File: src/rtl/cpu_axi_pkg.sv
// +---------------------------------------------------------------------+
// | cpu_axi_pkg : shared FSM encodings and AXI constants for line reader |
// | Revision    : 1.0                                                    |
// +---------------------------------------------------------------------+
`default_nettype none

package cpu_axi_pkg;

  typedef enum logic [2:0] {
    ST_IDLE = 3'd0,
    ST_AR   = 3'd1,
    ST_R    = 3'd2,
    ST_AR2  = 3'd3,
    ST_R2   = 3'd4,
    ST_RET  = 3'd5
  } rd_state_e;

  localparam logic [1:0] AXI_BURST_INCR = 2'b01;
  localparam logic [2:0] AXI_SIZE_4B    = 3'd2;
  localparam logic [7:0] LEN_LINE       = 8'd7;
  localparam logic [7:0] LEN_HALF       = 8'd3;
  localparam logic [7:0] LEN_WORD       = 8'd0;

  // An 8-beat burst from the last 16-byte slot of a page would cross 4KB.
  function automatic logic crosses_4k(input logic [31:0] addr);
    return addr[11:4] == 8'hFF;
  endfunction

endpackage

`default_nettype wire

File: src/rtl/rd_line_buffer.sv
// +---------------------------------------------------------------------+
// | rd_line_buffer : 256-bit return register with beat counter placement |
// | Revision       : 1.0                                                 |
// +---------------------------------------------------------------------+
`default_nettype none

module rd_line_buffer (
  input  logic         clk,
  input  logic         resetn,
  input  logic         clear,
  input  logic         beat_en,
  input  logic [31:0]  beat_data,
  output logic [2:0]   beat_idx,
  output logic [255:0] line_data
);

  logic [2:0]   cnt_q, cnt_d;
  logic [255:0] data_q, data_d;

  always_comb begin
    cnt_d  = cnt_q;
    data_d = data_q;
    if (clear) begin
      cnt_d  = 3'd0;
      data_d = '0;
    end else if (beat_en) begin
      data_d[{cnt_q, 5'b00000} +: 32] = beat_data;
      cnt_d = cnt_q + 3'd1;
    end
  end

  always_ff @(posedge clk or negedge resetn) begin
    if (!resetn) begin
      cnt_q  <= 3'd0;
      data_q <= '0;
    end else begin
      cnt_q  <= cnt_d;
      data_q <= data_d;
    end
  end

  assign beat_idx  = cnt_q;
  assign line_data = data_q;

endmodule

`default_nettype wire

File: src/rtl/axi_line_reader.sv
// +---------------------------------------------------------------------+
// | axi_line_reader : AXI read master for cache lines / uncached words   |
// | Optional: LINE_READER_CHECK_EN enables R-channel error checking      |
// | Revision        : 1.0                                                |
// +---------------------------------------------------------------------+
`default_nettype none

module axi_line_reader
  import cpu_axi_pkg::*;
#(
  parameter logic [3:0] ARID_VAL = 4'd0
) (
  input  logic         clk,
  input  logic         resetn,
  input  logic         rd_req,
  input  logic         rd_type,
  input  logic [31:0]  rd_addr,
  output logic         rd_rdy,
  output logic         ret_valid,
  output logic [255:0] ret_data,
  output logic         rd_err,
  output logic [3:0]   arid,
  output logic [31:0]  araddr,
  output logic [7:0]   arlen,
  output logic [2:0]   arsize,
  output logic [1:0]   arburst,
  output logic         arvalid,
  input  logic         arready,
  input  logic [3:0]   rid,
  input  logic [31:0]  rdata,
  input  logic [1:0]   rresp,
  input  logic         rlast,
  input  logic         rvalid,
  output logic         rready
);

  rd_state_e   state_q, state_d;
  logic        type_q, type_d;
  logic [31:0] addr_q, addr_d;
  logic        accept, beat, split;
  logic [31:0] line_base;
  logic [2:0]  beat_idx;

  assign accept    = rd_req && rd_rdy;
  assign beat      = rvalid && rready;
  assign split     = type_q && crosses_4k(addr_q);
  assign line_base = {addr_q[31:4], 4'h0};

  always_ff @(posedge clk or negedge resetn) begin
    if (!resetn) begin
      state_q <= ST_IDLE;
      type_q  <= 1'b0;
      addr_q  <= 32'd0;
    end else begin
      state_q <= state_d;
      type_q  <= type_d;
      addr_q  <= addr_d;
    end
  end

  always_comb begin
    state_d = state_q;
    type_d  = accept ? rd_type : type_q;
    addr_d  = accept ? rd_addr : addr_q;
    case (state_q)
      ST_IDLE: if (rd_req)           state_d = ST_AR;
      ST_AR:   if (arready)          state_d = ST_R;
      ST_R:    if (rvalid && rlast)  state_d = split ? ST_AR2 : ST_RET;
      ST_AR2:  if (arready)          state_d = ST_R2;
      ST_R2:   if (rvalid && rlast)  state_d = ST_RET;
      ST_RET:                        state_d = ST_IDLE;
      default:                       state_d = ST_IDLE;
    endcase
  end

  always_comb begin
    rd_rdy    = (state_q == ST_IDLE);
    arvalid   = (state_q == ST_AR) || (state_q == ST_AR2);
    rready    = (state_q == ST_R)  || (state_q == ST_R2);
    ret_valid = (state_q == ST_RET);
    araddr    = addr_q;
    arlen     = LEN_WORD;
    if (state_q == ST_AR2) begin
      araddr = line_base + 32'd16;
      arlen  = LEN_HALF;
    end else if (type_q) begin
      araddr = line_base;
      arlen  = split ? LEN_HALF : LEN_LINE;
    end
  end

  assign arid    = ARID_VAL;
  assign arsize  = AXI_SIZE_4B;
  assign arburst = AXI_BURST_INCR;

  rd_line_buffer u_buf (
    .clk       (clk),
    .resetn    (resetn),
    .clear     (accept),
    .beat_en   (beat),
    .beat_data (rdata),
    .beat_idx  (beat_idx),
    .line_data (ret_data)
  );

`ifdef LINE_READER_CHECK_EN
  logic       err_q, err_d;
  logic [2:0] final_k;
  logic       bad_beat;

  // Split first half ends at k=3; uncached at k=0; everything else at k=7.
  always_comb begin
    if (!type_q)                      final_k = 3'd0;
    else if (state_q == ST_R && split) final_k = 3'd3;
    else                              final_k = 3'd7;
    bad_beat = (rresp != 2'b00) || (rid != ARID_VAL) || (rlast != (beat_idx == final_k));
    err_d    = err_q;
    if (accept)                err_d = 1'b0;
    else if (beat && bad_beat) err_d = 1'b1;
  end

  always_ff @(posedge clk or negedge resetn) begin
    if (!resetn) err_q <= 1'b0;
    else         err_q <= err_d;
  end

  assign rd_err = err_q && (state_q == ST_RET);
`else
  logic unused_chk;
  assign unused_chk = ^{rid, rresp, beat_idx};
  assign rd_err     = 1'b0;
`endif

endmodule

`default_nettype wire

File: config.mk
export PLATFORM = sky130hd
export DESIGN_NAME = axi_line_reader
export DESIGN_NICKNAME = d
export VERILOG_FILES = /design/src/rtl/cpu_axi_pkg.sv /design/src/rtl/rd_line_buffer.sv /design/src/rtl/axi_line_reader.sv
export SDC_FILE = /design/constraint.sdc
export NUM_CORES = 1
export LEC_CHECK = 0
export BUFFER_PORTS_ARGS = -buffer_cell sky130_fd_sc_hd__buf_4
export CAP_MARGIN = 20
export CORE_MARGIN = 2
export CORE_UTILIZATION = 35
export CTS_CLUSTER_DIAMETER = 200
export CTS_CLUSTER_SIZE = 25
export DETAILED_ROUTE_END_ITERATION = 10
export SLEW_MARGIN = 20
export SYNTH_ARGS = -nofsm -noshare
export SYNTH_HDL_FRONTEND = slang
export SYNTH_SLANG_ARGS = --single-unit
export TNS_END_PERCENT = 5
File: constraint.sdc
create_clock -name clk -period 3.1 [get_ports clk]
set_clock_uncertainty 0.05 [all_clocks]
set_input_delay 0.62 -clock clk [delete_from_list [all_inputs] [get_ports clk]]
set_output_delay 0.62 -clock clk [all_outputs]
set_load 0.05 [all_outputs]
## Word-level counts from Yosys, hierarchy flattened

Index checks and enable logic that the tools add are counted.

- Flip-flop bits (word level): 295
- Input port bits: 77
- Output and inout port bits: 310

- Add/subtract/negate cells: 3
- Eq/ne operators: 11
- Shift operators: 2
- Mux-type cells: 17
- Reduce and logical (&&, ||, !) cells: 9

Operators with widths:

| operator | count |
|---|---|
| 2-to-1 mux 256 bit | 2 |
| bitwise mux 256 bit | 1 |
| variable shift 32 x 10 -> 256 bit, first input constant | 1 |
| indexed part select 32 x 10 -> 256 bit | 1 |
| 2-to-1 mux 3 bit | 11 |
| adder 32 x 5 -> 32 bit, second input constant | 1 |
| 2-to-1 mux 32 bit | 1 |
| case mux 3 bit (5 select lines) | 1 |
| != test 2 bit, second input constant | 5 |
| negator 8 -> 10 bit | 1 |
| equality test 8 bit, second input constant | 1 |
| equality test 3 x 2 -> 1 bit, second input constant | 2 |
| equality test 3 bit, second input constant | 2 |
| AND reduction 5 bit | 1 |
| logical AND 1 bit | 4 |
| 2-to-1 mux 4 bit | 1 |
| adder 3 x 1 -> 3 bit, second input constant | 1 |
| equality test 3 x 1 -> 1 bit, second input constant | 1 |
| zero test 3 bit | 1 |
| logical OR 1 bit | 2 |
| nonzero test 2 bit | 1 |

## Logic depth before layout (Yosys ltp)

Gate-level depths: netlist of run 1.

- Depth after elaboration: 5
- Depth in mapped cells: 10

## Modules after synthesis

Synthesis of run 1 repeated with hierarchy kept, for this count alone.

- Cells, all modules: 1,252
- Area total of the unflattened synthesis: 14,373.8 µm²

Modules (own cells, without submodules):

| module | instances | cells each | area an instance (µm²) |
|---|---|---|---|
| rd_line_buffer | 1 | 1,038 | 12,072.8 |
| axi_line_reader | 1 | 214 | 2,301.0 |

## Worst setup path before layout of run 1

Ideal clock, no wire load.

- Kind: register to output
- Start: register state_q[2]
- End: output araddr[7]
- Data arrival time: 2.593 ns
- Data required time: 2.430 ns
- Setup slack: -0.163 ns
- Stages on the path, launching flop included: 6
- Path buffers: 1
- Cells stage by stage: dfrtp_1 > buf_4 > nor2b_1 > and2_1 > nand4_1 > xnor2_1

- Longest elaborated chain between the ends: 2

Ends and longest elaborated chain:

| item | RTL line | text |
|---|---|---|
| start: declaration | axi_line_reader.sv:37 | `rd_state_e state_q, state_d;` |
| start signal: assignment | axi_line_reader.sv:55 | `state_q <= state_d;` |
| equality test 3 x 2 -> 1 bit | axi_line_reader.sv:83 | `if (state_q == ST_AR2) begin` |
| 2-to-1 mux 32 bit | axi_line_reader.sv:83 |  |
| end: declaration | axi_line_reader.sv:23 | `output logic [31:0] araddr,` |

No other way between the ends.

## Worst setup path in the final report of run 1

- Start: register state_q[0]
- End: output araddr[3]

The elaborated chain is that of the path after synthesis.

==> key figures, run 1 <==
Finish
  • Commonest non-fill, non-tap cell in the layout: nand2_1
  • Reg area: 7390 µm²
  • Diodes inserted: 0
  • Layout cells sized above 1: 25.2%
  • Final nets: 1817
  • Area of the multi-input gates: 5030 µm²
  • Synth-to-Final Area Change: 27.2%
  • Filler instances: 3613
  • Most frequent cells in the layout: nand2_1 (447), buf_4 (397), dfrtp_1 (292)

STA
  • Worst Tran Pin Value: 0.699 ns
  • Slew headroom: 53.1%
  • Worst hold margin: 0.244 ns
  • RSZ-0062 raised after global routing: no
  • Fmax: 0.337 GHz
  • Slew Viols, Final: 0
  • Fin Setup TNS: 0 ns
  • Final Hold Viols: 0
  • Final worst path period share: 95.8%
  • # setup viols final: 0
  • Minimum clock period: 2.97 ns

Critical path
  • Req. time, crit path: 2.43 ns
  • Arr. time, crit path: 2.30 ns
  • Worst-path fanout max: 9
  • Internal reg-to-reg setup slack: 0.56 ns
  • Worst Path Class, Setup: flip-flop to primary output
  • Worst-path cell chain: buf_4 > nor2b_2 > and2_1 > nor2_1 > and2_1 > buf_4
  • Max incr delay on CP: 0.43 ns
  • Crit-path slowest cell: dfrtp_1
  • CP startpoint kind: flip-flop
  • Worst Setup SP: state_q[0]
  • CP Capture Type: primary output
  • Worst reg2reg startpoint: u_buf.beat_idx[1]

Routing
  • Average wire per standard cell: 21.7 µm
  • DRC Markers: 0
  • Drt initial violations: 831
  • DRT antenna net count: 0
  • Drt pass-1 iters: 5
  • Final WL: 47700 µm
  • Vias/cell: 5.22
  • Vias: 11500

Synthesis
  • Cells after Synth: 1444
  • Flops & latches, synth: 295
  • Synth unique cells: 40
  • Asr flop ratio synth: 100%
  • Synth Cell Area: 13000 µm²
  • Seq/Total Area, Yosys: 56.7%
  • Syn Area/Cell: 9.02 µm²
  • Post-synth top flop: dfrtp_1
  • Post-synth EDFFs: 0
  • Yosys warning total: 0

CTS
  • Root buf cell: clkbuf_16
  • CTS tree: built
  • Worst-path clk slew: 0.10 ns
  • TritonCTS Sinks: 295
  • Cts bufs inserted: 15
  • Longest Clk Path Bufs: 3
  • Skew-Pair Late Insertion Delay: 0.53 ns
  • H-tree Lvls: 1

Die
  • Io pins: 387
  • Placeable Area: 36600 µm²
  • Die width: 197 µm
  • Die height: 197 µm
  • Initial Util: 35.6%
  • Die ar.: 38800 µm²
  • Row count: 70

Pwr
  • Power Density: 741 nW/µm²
  • Worst IR Drop VDD: 0.000684 V
  • Final total power: 12.3 mW
  • Leak pwr: 8.29 nW

GRT
  • Gr usage total: 24.1%
  • Largest net degree at the start of global routing: 146
  • GRT overflow: 0
  • Global-route wire length before repair: 70700 µm
  • Initial antenna violation count: 0
  • Vias in the first global route: 11200

Placement
  • Post-detail-place hpwl: 31700 µm
  • Port Buffers: 365
  • GP Congestion: 0.849

Hold path
  • Worst hold-check path type: primary input to flip-flop
  • Min-delay src: rd_addr[21]

Run
  • Number of max-cap violations: 0

Run status
  • Status: completed
## worst paths after layout
check / to / cells past startpoint
min in group asynchronous: u_buf.beat_idx[1] / 2
max in group asynchronous: u_buf.line_data[254] / 3
worst min-delay path: addr_q[21] / 3
worst max-delay path: araddr[3] / 6
worst max register to register: u_buf.line_data[135] / 8
worst min register to register: addr_q[1] / 2
## routing by layer
layer	part of all wire, %	track usage [%]	vias to the layer above
met5	0	0	-
met3	8.3	5.24	72
met1	42	32.9	5672
met4	3.6	7.27	0
li1	-	-	5295
met2	46	38.3	459
## synthesized netlist by cell type, types with 2 or more instances
| cell | count | area share (%) |
|---|---|---|
| a21oi_1 | 144 | 5.5 |
| a31oi_1 | 2 | 0.096 |
| and2_1 | 8 | 0.38 |
| and3_1 | 10 | 0.48 |
| and4_1 | 4 | 0.27 |
| buf_1 | 2 | 0.058 |
| buf_2 | 59 | 2.3 |
| buf_4 | 17 | 0.98 |
| clkbuf_1 | 67 | 1.9 |
| conb_1 | 2 | 0.058 |
| dfrtp_1 | 295 | 57 |
| ha_1 | 5 | 0.48 |
| inv_1 | 5 | 0.14 |
| mux2i_1 | 41 | 3.2 |
| nand2_1 | 448 | 13 |
| nand2b_1 | 3 | 0.14 |
| nand3_1 | 179 | 6.9 |
| nand4_1 | 11 | 0.53 |
| nor2_1 | 15 | 0.43 |
| nor2b_1 | 5 | 0.24 |
| nor3_1 | 3 | 0.12 |
| nor4_4 | 2 | 0.33 |
| o21ai_0 | 24 | 0.92 |
| o21ai_1 | 49 | 1.9 |
| xnor2_1 | 24 | 1.6 |
| xor2_1 | 6 | 0.40 |
## where the power goes
part,internal [mW],switching (mW)
Clock,0.892,1.30
Combinational,1.40,3.98
Sequential,4.29,0.407
## worst max-delay path, delay by kind of cell (launching register included)
| family | cells | cell delay, ns |
|---|---|---|
| buf+inv | 2 | 0.38 |
| simple gates | 4 | 0.98 |
| flops | 1 | 0.43 |
## metrics by stage
| step | instances | instance area [µm²] | setup WS [ns] | utilization (%) |
|---|---|---|---|---|
| finish | 2204 | 16600 | 0.132 | 45.2 |
| global route | 2204 | 16600 | 0.0139 | 45.2 |
| CTS | 2201 | 16500 | 0.0297 | 45.1 |
| detailed placement | 2181 | 16100 | 0.366 | 44.0 |
| global placement | 2181 | 16100 | 0.432 | 44.0 |
| floorplan | 1457 | 13100 | 0.143 | - |
## cell families (layout without fill, tap and decap cells)
kind of cell / count (synthesis) / count (layout) / synth area share, %
AOI/OAI and AO/OA: 224 / 224 / 8.76
xor gates and xnor gates: 31 / 31 / 2.14
adders and majority gates: 5 / 5 / 0.480
buffers and inverters: 150 / 429 / 5.38
DFF: 295 / 295 / 56.7
muxes: 41 / 41 / 3.15
other: 2 / 15 / 0.0577
and+or+nand+nor: 696 / 696 / 23.3
## state kept, by name (all words and copies together), names as in the netlist
register / flops
u_buf.line_data: 256
addr_q: 32
state_q: 3
u_buf.beat_idx: 3
type_q: 1
## cell type report
| type | instances | share of cell area [%] |
|---|---|---|
| Multi-Input combinational cell | 1012 | 30.4 |
| Tap cell | 468 | 3.54 |
| Inverter | 5 | 0.113 |
| Timing Repair Buffer | 406 | 18.9 |
| Clock buffer | 16 | 2.29 |
| Clock inverter | 2 | 0.0982 |
| Sequential cell | 295 | 44.6 |
## repair_timing
action	4_1_cts	5_1_grt
endpoints found under the setup margin	11	9
hold buffers	1	0
pin swaps	2	3
gates resized for setup	1	5
setup buffers	1	3
endpoints found under the hold margin	3	0
No activity file was read; power rests on OpenSTA's default activity.
==> run 2, diff against run 1 <==
--- a/config.mk
+++ b/config.mk
@@ -12,6 +12,7 @@
 export CTS_CLUSTER_DIAMETER = 200
 export CTS_CLUSTER_SIZE = 25
 export DETAILED_ROUTE_END_ITERATION = 10
+export GPL_TIMING_DRIVEN = 0
 export SLEW_MARGIN = 20
 export SYNTH_ARGS = -nofsm -noshare
 export SYNTH_HDL_FRONTEND = slang
==> run 2 against run 1 <==
  * Count of clock-buffer cells in the layout down 1
  * Final cell count grew 4.3%
  * Register-to-register slack got worse by 0.36 ns
  * Routed wire length rose by 5.6%
  * Via count grew 4.2%
  * Total power up 1.3%
  * Non-clock buffer count increased by 96
  * Hold slack gained 0.0076 ns
==> key figures, run 2 (synthesized netlist as in run 1, its figures left out) <==
Run status
  • Status: completed

Pwr
  • Seq pwr share: 37.8%
  • Worst IR Drop VDD: 0.000616 V
  • Switching Fraction: 46.7%
  • Power Density: 737 nW/µm²
  • Sw power: 5.80 mW
  • Clock network fraction of total power: 17.4%
  • P_int: 6.63 mW
  • Leak pwr: 8.49 nW
  • Combinational power share: 44.8%

Critical path
  • Crit-path slowest cell: dfrtp_1
  • CP Capture Type: primary output
  • CP startpoint kind: flip-flop
  • Buffers & Inverters on Critical Path: 2
  • Max incr delay on CP: 0.47 ns
  • Req. time, crit path: 2.43 ns
  • Arr. time, crit path: 2.32 ns
  • Worst-path cell chain: nand4_1 > nor4_4 > buf_4 > nand4_1 > xnor2_1 > buf_4
  • Worst-path fanout max: 8
  • CP top delay family: simple AND/OR/NAND/NOR gates
  • Worst Path Class, Setup: flip-flop to primary output

GRT
  • Global-route wire length before repair: 73100 µm
  • Largest net degree at the start of global routing: 95
  • Gr usage total: 25.2%
  • GRT overflow: 0
  • Initial antenna violation count: 2
  • Vias in the first global route: 11400

Die
  • Initial Util: 35.6%
  • Die width: 197 µm
  • Die ar.: 38800 µm²
  • Placeable Area: 36600 µm²
  • Row count: 70
  • Io pins: 387
  • Die height: 197 µm

STA
  • Final Hold Viols: 0
  • Minimum clock period: 2.99 ns
  • # setup viols final: 0
  • Worst Tran Pin Value: 0.679 ns
  • Final WS setup: 0.114 ns
  • Fmax: 0.335 GHz
  • Slew Viols, Final: 0
  • Slew headroom: 54.8%
  • RSZ-0062 raised after global routing: yes
  • Final worst path period share: 96.3%

Placement
  • Post-detail-place hpwl: 36300 µm
  • Setup Slack @ Placement: -0.318 ns
  • Placed cell area: 16400 µm²
  • GP Congestion: 0.855
  • Port Buffers: 347

Routing
  • Drt pass-1 iters: 5
  • DRT antenna net count: 0
  • Vias: 12000
  • DRC Markers: 0
  • Average wire per standard cell: 21.9 µm
  • Drt initial violations: 722
  • Vias/cell: 5.21
  • Final WL: 50400 µm

Run
  • Number of max-cap violations: 0

Finish
  • Synth-to-Final Area Change: 29.5%
  • Fin area: 16900 µm²
  • Filler instances: 3580
  • Max reg flops: 256
  • Most frequent cells in the layout: nand2_1 (448), buf_4 (369), dfrtp_1 (293)
  • Layout cells sized above 1: 25.7%
  • Commonest non-fill, non-tap cell in the layout: nand2_1
  • Final nets: 1913

CTS
  • Root buf cell: clkbuf_16
  • Worst-path clk slew: 0.10 ns
  • Longest Clk Path Bufs: 3
  • H-tree Lvls: 1
  • Skew-Pair Late Insertion Delay: 0.51 ns
  • CTS tree: built
  • TritonCTS Sinks: 295
  • Cts bufs inserted: 15

Hold path
  • Worst hold-check path type: primary input to flip-flop
run 2: worst paths after layout:
check / startpoint / to / slack, ns / cells past startpoint
setup reg to reg: u_buf.beat_idx[0] / u_buf.line_data[134] / 0.20 / 9
max in group asynchronous: resetn / u_buf.line_data[138] / 1.27 / 4
min in group asynchronous: resetn / addr_q[2] / 0.49 / 2
hold / removal: rd_addr[14] / addr_q[14] / 0.25 / 3
hold reg to reg: addr_q[1] / addr_q[1] / 0.43 / 2
setup / recovery: addr_q[12] / araddr[26] / 0.11 / 6
run 2: tightest hold or removal path, cell delays in order:
cell and delay (ns):
buf_4 0.08, nand2_1 0.04, nand2_1 0.05
run 2: through the flow:
stage / TNS [ns] / power (mW) / hold slack, ns / utilization [%] / std cells
detailed placement: -28.47 / 10.3 / 0.413 / 44.7 / 2275
finish: 0 / 12.4 / 0.251 / 46.1 / 2299
CTS: -0.202 / 12.5 / 0.224 / 45.8 / 2293
global route: -0.0870 / 13.1 / 0.225 / 46.1 / 2298
floorplan: 0 / 8.30 / 0.274 / - / 1457
global placement: -421.63 / 10.2 / 0.403 / 44.4 / 2272
run 2: repair_timing:
item                                    CTS  global route
endpoints found under the setup margin  191           175
pin swaps                                 4             3
cloned                                    0             0
buffers inserted                          1             6
hold endpoints to repair                 23             0
hold buffers                              1             0
gates resized for setup                   6            17
run 2: area by class of cell:
cell class	count	area [µm²]	area share (%)
antenna	1	2.50	0.0148
buffer	144	694	4.12
clock buffer	15	375	2.23
clock inverter	1	7.51	0.0445
inverter	5	18.8	0.111
multi-input combinational	1012	5030	29.9
sequential	295	7380	43.8
tap	468	586	3.47
timing repair buffer	358	2760	16.4
run 2: power by group through the flow:
stage	combinational [mW]	clock, mW	sequential [mW]
finish	5.57	2.16	4.70
global route	5.97	2.36	4.75
CTS	5.53	2.23	4.69
detailed placement	5.50	0	4.76
global placement	5.44	0	4.74
floorplan	2.91	0	5.39
run 2: layer usage:
metal | vias to the layer above | GRT usage, % | part of all wire (%)
met1 | 5909 | 33.6 | 42
met5 | - | 0 | 0.026
met2 | 493 | 40.0 | 46
met4 | 2 | 8.41 | 3.5
met3 | 83 | 6.66 | 8.8
li1 | 5494 | - | -
==> run 3, diff against run 2 <==
--- a/config.mk
+++ b/config.mk
@@ -7,7 +7,7 @@
 export LEC_CHECK = 0
 export BUFFER_PORTS_ARGS = -buffer_cell sky130_fd_sc_hd__buf_4
 export CAP_MARGIN = 20
-export CORE_MARGIN = 2
+export CORE_MARGIN = 4
 export CORE_UTILIZATION = 35
 export CTS_CLUSTER_DIAMETER = 200
 export CTS_CLUSTER_SIZE = 25
==> constraint.sdc (replaced) <==
create_clock -name clk -period 2.65 [get_ports clk]
set_clock_uncertainty 0.05 [all_clocks]
set_input_delay 0.53 -clock clk [delete_from_list [all_inputs] [get_ports clk]]
set_output_delay 0.53 -clock clk [all_outputs]
set_load 0.05 [all_outputs]
==> run 3 against run 2 <==
  * Largest cell class unchanged
  * Routed wire length grew 4.0%
  * Sequential power grew 18%
  * First-iteration DRC count grew 17%
  * Via count grew 0.79%
  * Hold slack lost 0.092 ns
  * Core utilization grew 1.2 points
  * The flow now finishes with violations (negative setup slack)
  * Register-to-register slack lost 0.17 ns
  * Critical path type unchanged
  * Non-clock buffer count grew 11
  * Final cell count grew 0.43%
  * Critical path depth grew 2
==> key figures, run 3 (synthesized netlist as in run 1, its figures left out) <==
Run status
  • Status: finished, violations left
  • Failing checks: negative setup slack

Critical path
  • Worst-path fanout max: 7
  • CP startpoint kind: flip-flop
  • Crit-path slowest cell: dfrtp_1
  • CP most frequent cell: buf_6
  • CP top delay family: buffers and inverters
  • Req. time, crit path: 2.07 ns
  • Max incr delay on CP: 0.39 ns
  • CP Capture Type: primary output
  • Arr. time, crit path: 2.24 ns
  • Buffers & Inverters on Critical Path: 4
  • Worst Path Class, Setup: flip-flop to primary output
  • Worst-path cell chain: buf_6 > nand3b_4 > nor4_4 > buf_6 > buf_6 > nand2_2 > xnor2_2 > buf_6

Pwr
  • Power Density: 865 nW/µm²
  • Leak pwr: 8.76 nW
  • Seq pwr share: 37.0%
  • P_int: 8.01 mW
  • Combinational power share: 45.9%
  • Worst IR Drop VDD: 0.000723 V
  • Final total power: 14.9 mW
  • Switching Fraction: 46.4%
  • Sw power: 6.94 mW
  • Clock network fraction of total power: 17.1%

Die
  • Row count: 70
  • Io pins: 387
  • Initial Util: 35.6%
  • Die width: 201 µm
  • Placeable Area: 36600 µm²
  • Die height: 201 µm
  • Die ar.: 40300 µm²

STA
  • RSZ-0062 raised after global routing: yes
  • # setup viols final: 20
  • Minimum clock period: 2.82 ns
  • Final WS setup: -0.167 ns
  • Worst Tran Pin Value: 0.676 ns
  • Slew headroom: 54.9%
  • Slew Viols, Final: 0
  • Final worst path period share: 106%
  • Final Hold Viols: 0
  • Fmax: 0.355 GHz

CTS
  • TritonCTS Sinks: 295
  • Worst-path clk slew: 0.11 ns
  • H-tree Lvls: 1
  • Longest Clk Path Bufs: 3
  • Skew-Pair Late Insertion Delay: 0.51 ns
  • Root buf cell: clkbuf_16
  • CTS tree: built
  • Cts bufs inserted: 15

Routing
  • Drt pass-1 iters: 5
  • DRT antenna net count: 0
  • Drt initial violations: 842
  • Vias/cell: 5.23
  • DRC Markers: 0
  • Final WL: 52400 µm
  • Average wire per standard cell: 22.7 µm
  • Vias: 12100

Placement
  • GP Congestion: 0.862
  • Post-detail-place hpwl: 37500 µm
  • Port Buffers: 347
  • Setup Slack @ Placement: -0.702 ns

Finish
  • Synth-to-Final Area Change: 32.8%
  • Diodes inserted: 0
  • Commonest non-fill, non-tap cell in the layout: nand2_1
  • Max reg flops: 256
  • Final nets: 1924
  • Layout cells sized above 1: 28.6%
  • Filler instances: 3590
  • Most frequent cells in the layout: nand2_1 (443), buf_4 (375), dfrtp_1 (287)

GRT
  • Global-route wire length before repair: 77000 µm
  • Vias in the first global route: 11900
  • GRT overflow: 0
  • Largest net degree at the start of global routing: 94
  • Gr usage total: 24.6%
  • Initial antenna violation count: 0

Hold path
  • Worst hold-check path type: primary input to flip-flop

Run
  • Number of max-cap violations: 0
==> run 3: cell count changes in the layout (fill, tap and decap cells not counted), sizes merged <==
cell / before / now
buf: 433 / 442
clkbuf: 83 / 85
diode: 1 / 0
==> run 3: final timing paths <==
| check | start | end | slack (ns) | cells past startpoint |
|---|---|---|---|---|
| max | state_q[2] | araddr[24] | -0.17 | 8 |
| min | rd_addr[10] | addr_q[10] | 0.16 | 3 |
| max reg2reg | state_q[2] | u_buf.line_data[125] | 0.03 | 8 |
| min reg2reg | addr_q[2] | addr_q[2] | 0.43 | 2 |
| max in group asynchronous | resetn | u_buf.line_data[119] | 0.89 | 4 |
| min in group asynchronous | resetn | addr_q[1] | 0.45 | 2 |
==> run 3: per-stage QoR <==
stage | instance area (µm²) | hold WS (ns) | util [%] | TNS, ns | std cells
finish | 17300 | 0.159 | 47.2 | -2.36 | 2309
detailed placement | 16400 | 0.407 | 44.8 | -118.20 | 2275
global route | 17300 | 0.143 | 47.2 | -20.98 | 2309
global placement | 16300 | 0.403 | 44.6 | -620.91 | 2272
floorplan | 13100 | 0.184 | - | -23.92 | 1457
CTS | 17100 | 0.130 | 46.7 | -2.98 | 2303
==> run 3: cell type report <==
| type | count | area [µm²] | area share, % |
|---|---|---|---|
| Buffer | 144 | 762 | 4.41 |
| Sequential cell | 295 | 7390 | 42.8 |
| Clock buffer | 15 | 375 | 2.17 |
| Timing Repair Buffer | 369 | 2910 | 16.8 |
| Tap cell | 468 | 586 | 3.39 |
| Inverter | 5 | 18.8 | 0.109 |
| Multi-Input combinational cell | 1012 | 5240 | 30.3 |
| Clock inverter | 1 | 7.51 | 0.0434 |
==> run 3: worst reg2reg max path: cells and delay by family, from the launching register on <==
family,cells,cell delay [ns]
flip-flops,1,0.39
AND/OR/NAND/NOR,2,0.60
buffers and inverters,5,1.38
AO/OA/AOI/OAI,1,0.07
==> run 3: power groups by stage <==
stage / registers, mW / logic (mW) / clock network (mW)
final: 5.53 / 6.87 / 2.55
after global routing: 5.60 / 7.35 / 2.78
after CTS: 5.50 / 6.76 / 2.64
after detailed placement: 5.58 / 6.47 / 0
after global placement: 5.57 / 6.40 / 0
after floorplan: 6.33 / 3.45 / 0
==> run 3: routing by layer <==
layer	up-vias	part of all wire, %	GRT usage, %
li1	5525	-	-
met1	6018	43	34.0
met2	471	46	38.9
met3	62	8.6	6.56
met4	0	2.7	6.17
met5	-	0	0
==> run 3: timing repair <==
action | in CTS | in global routing
hold buffers | 1 | 0
hold endpoints to repair | 40 | 0
pin swaps | 9 | 10
endpoints found under the setup margin | 286 | 253
resized for setup | 65 | 51
setup buffers | 12 | 6
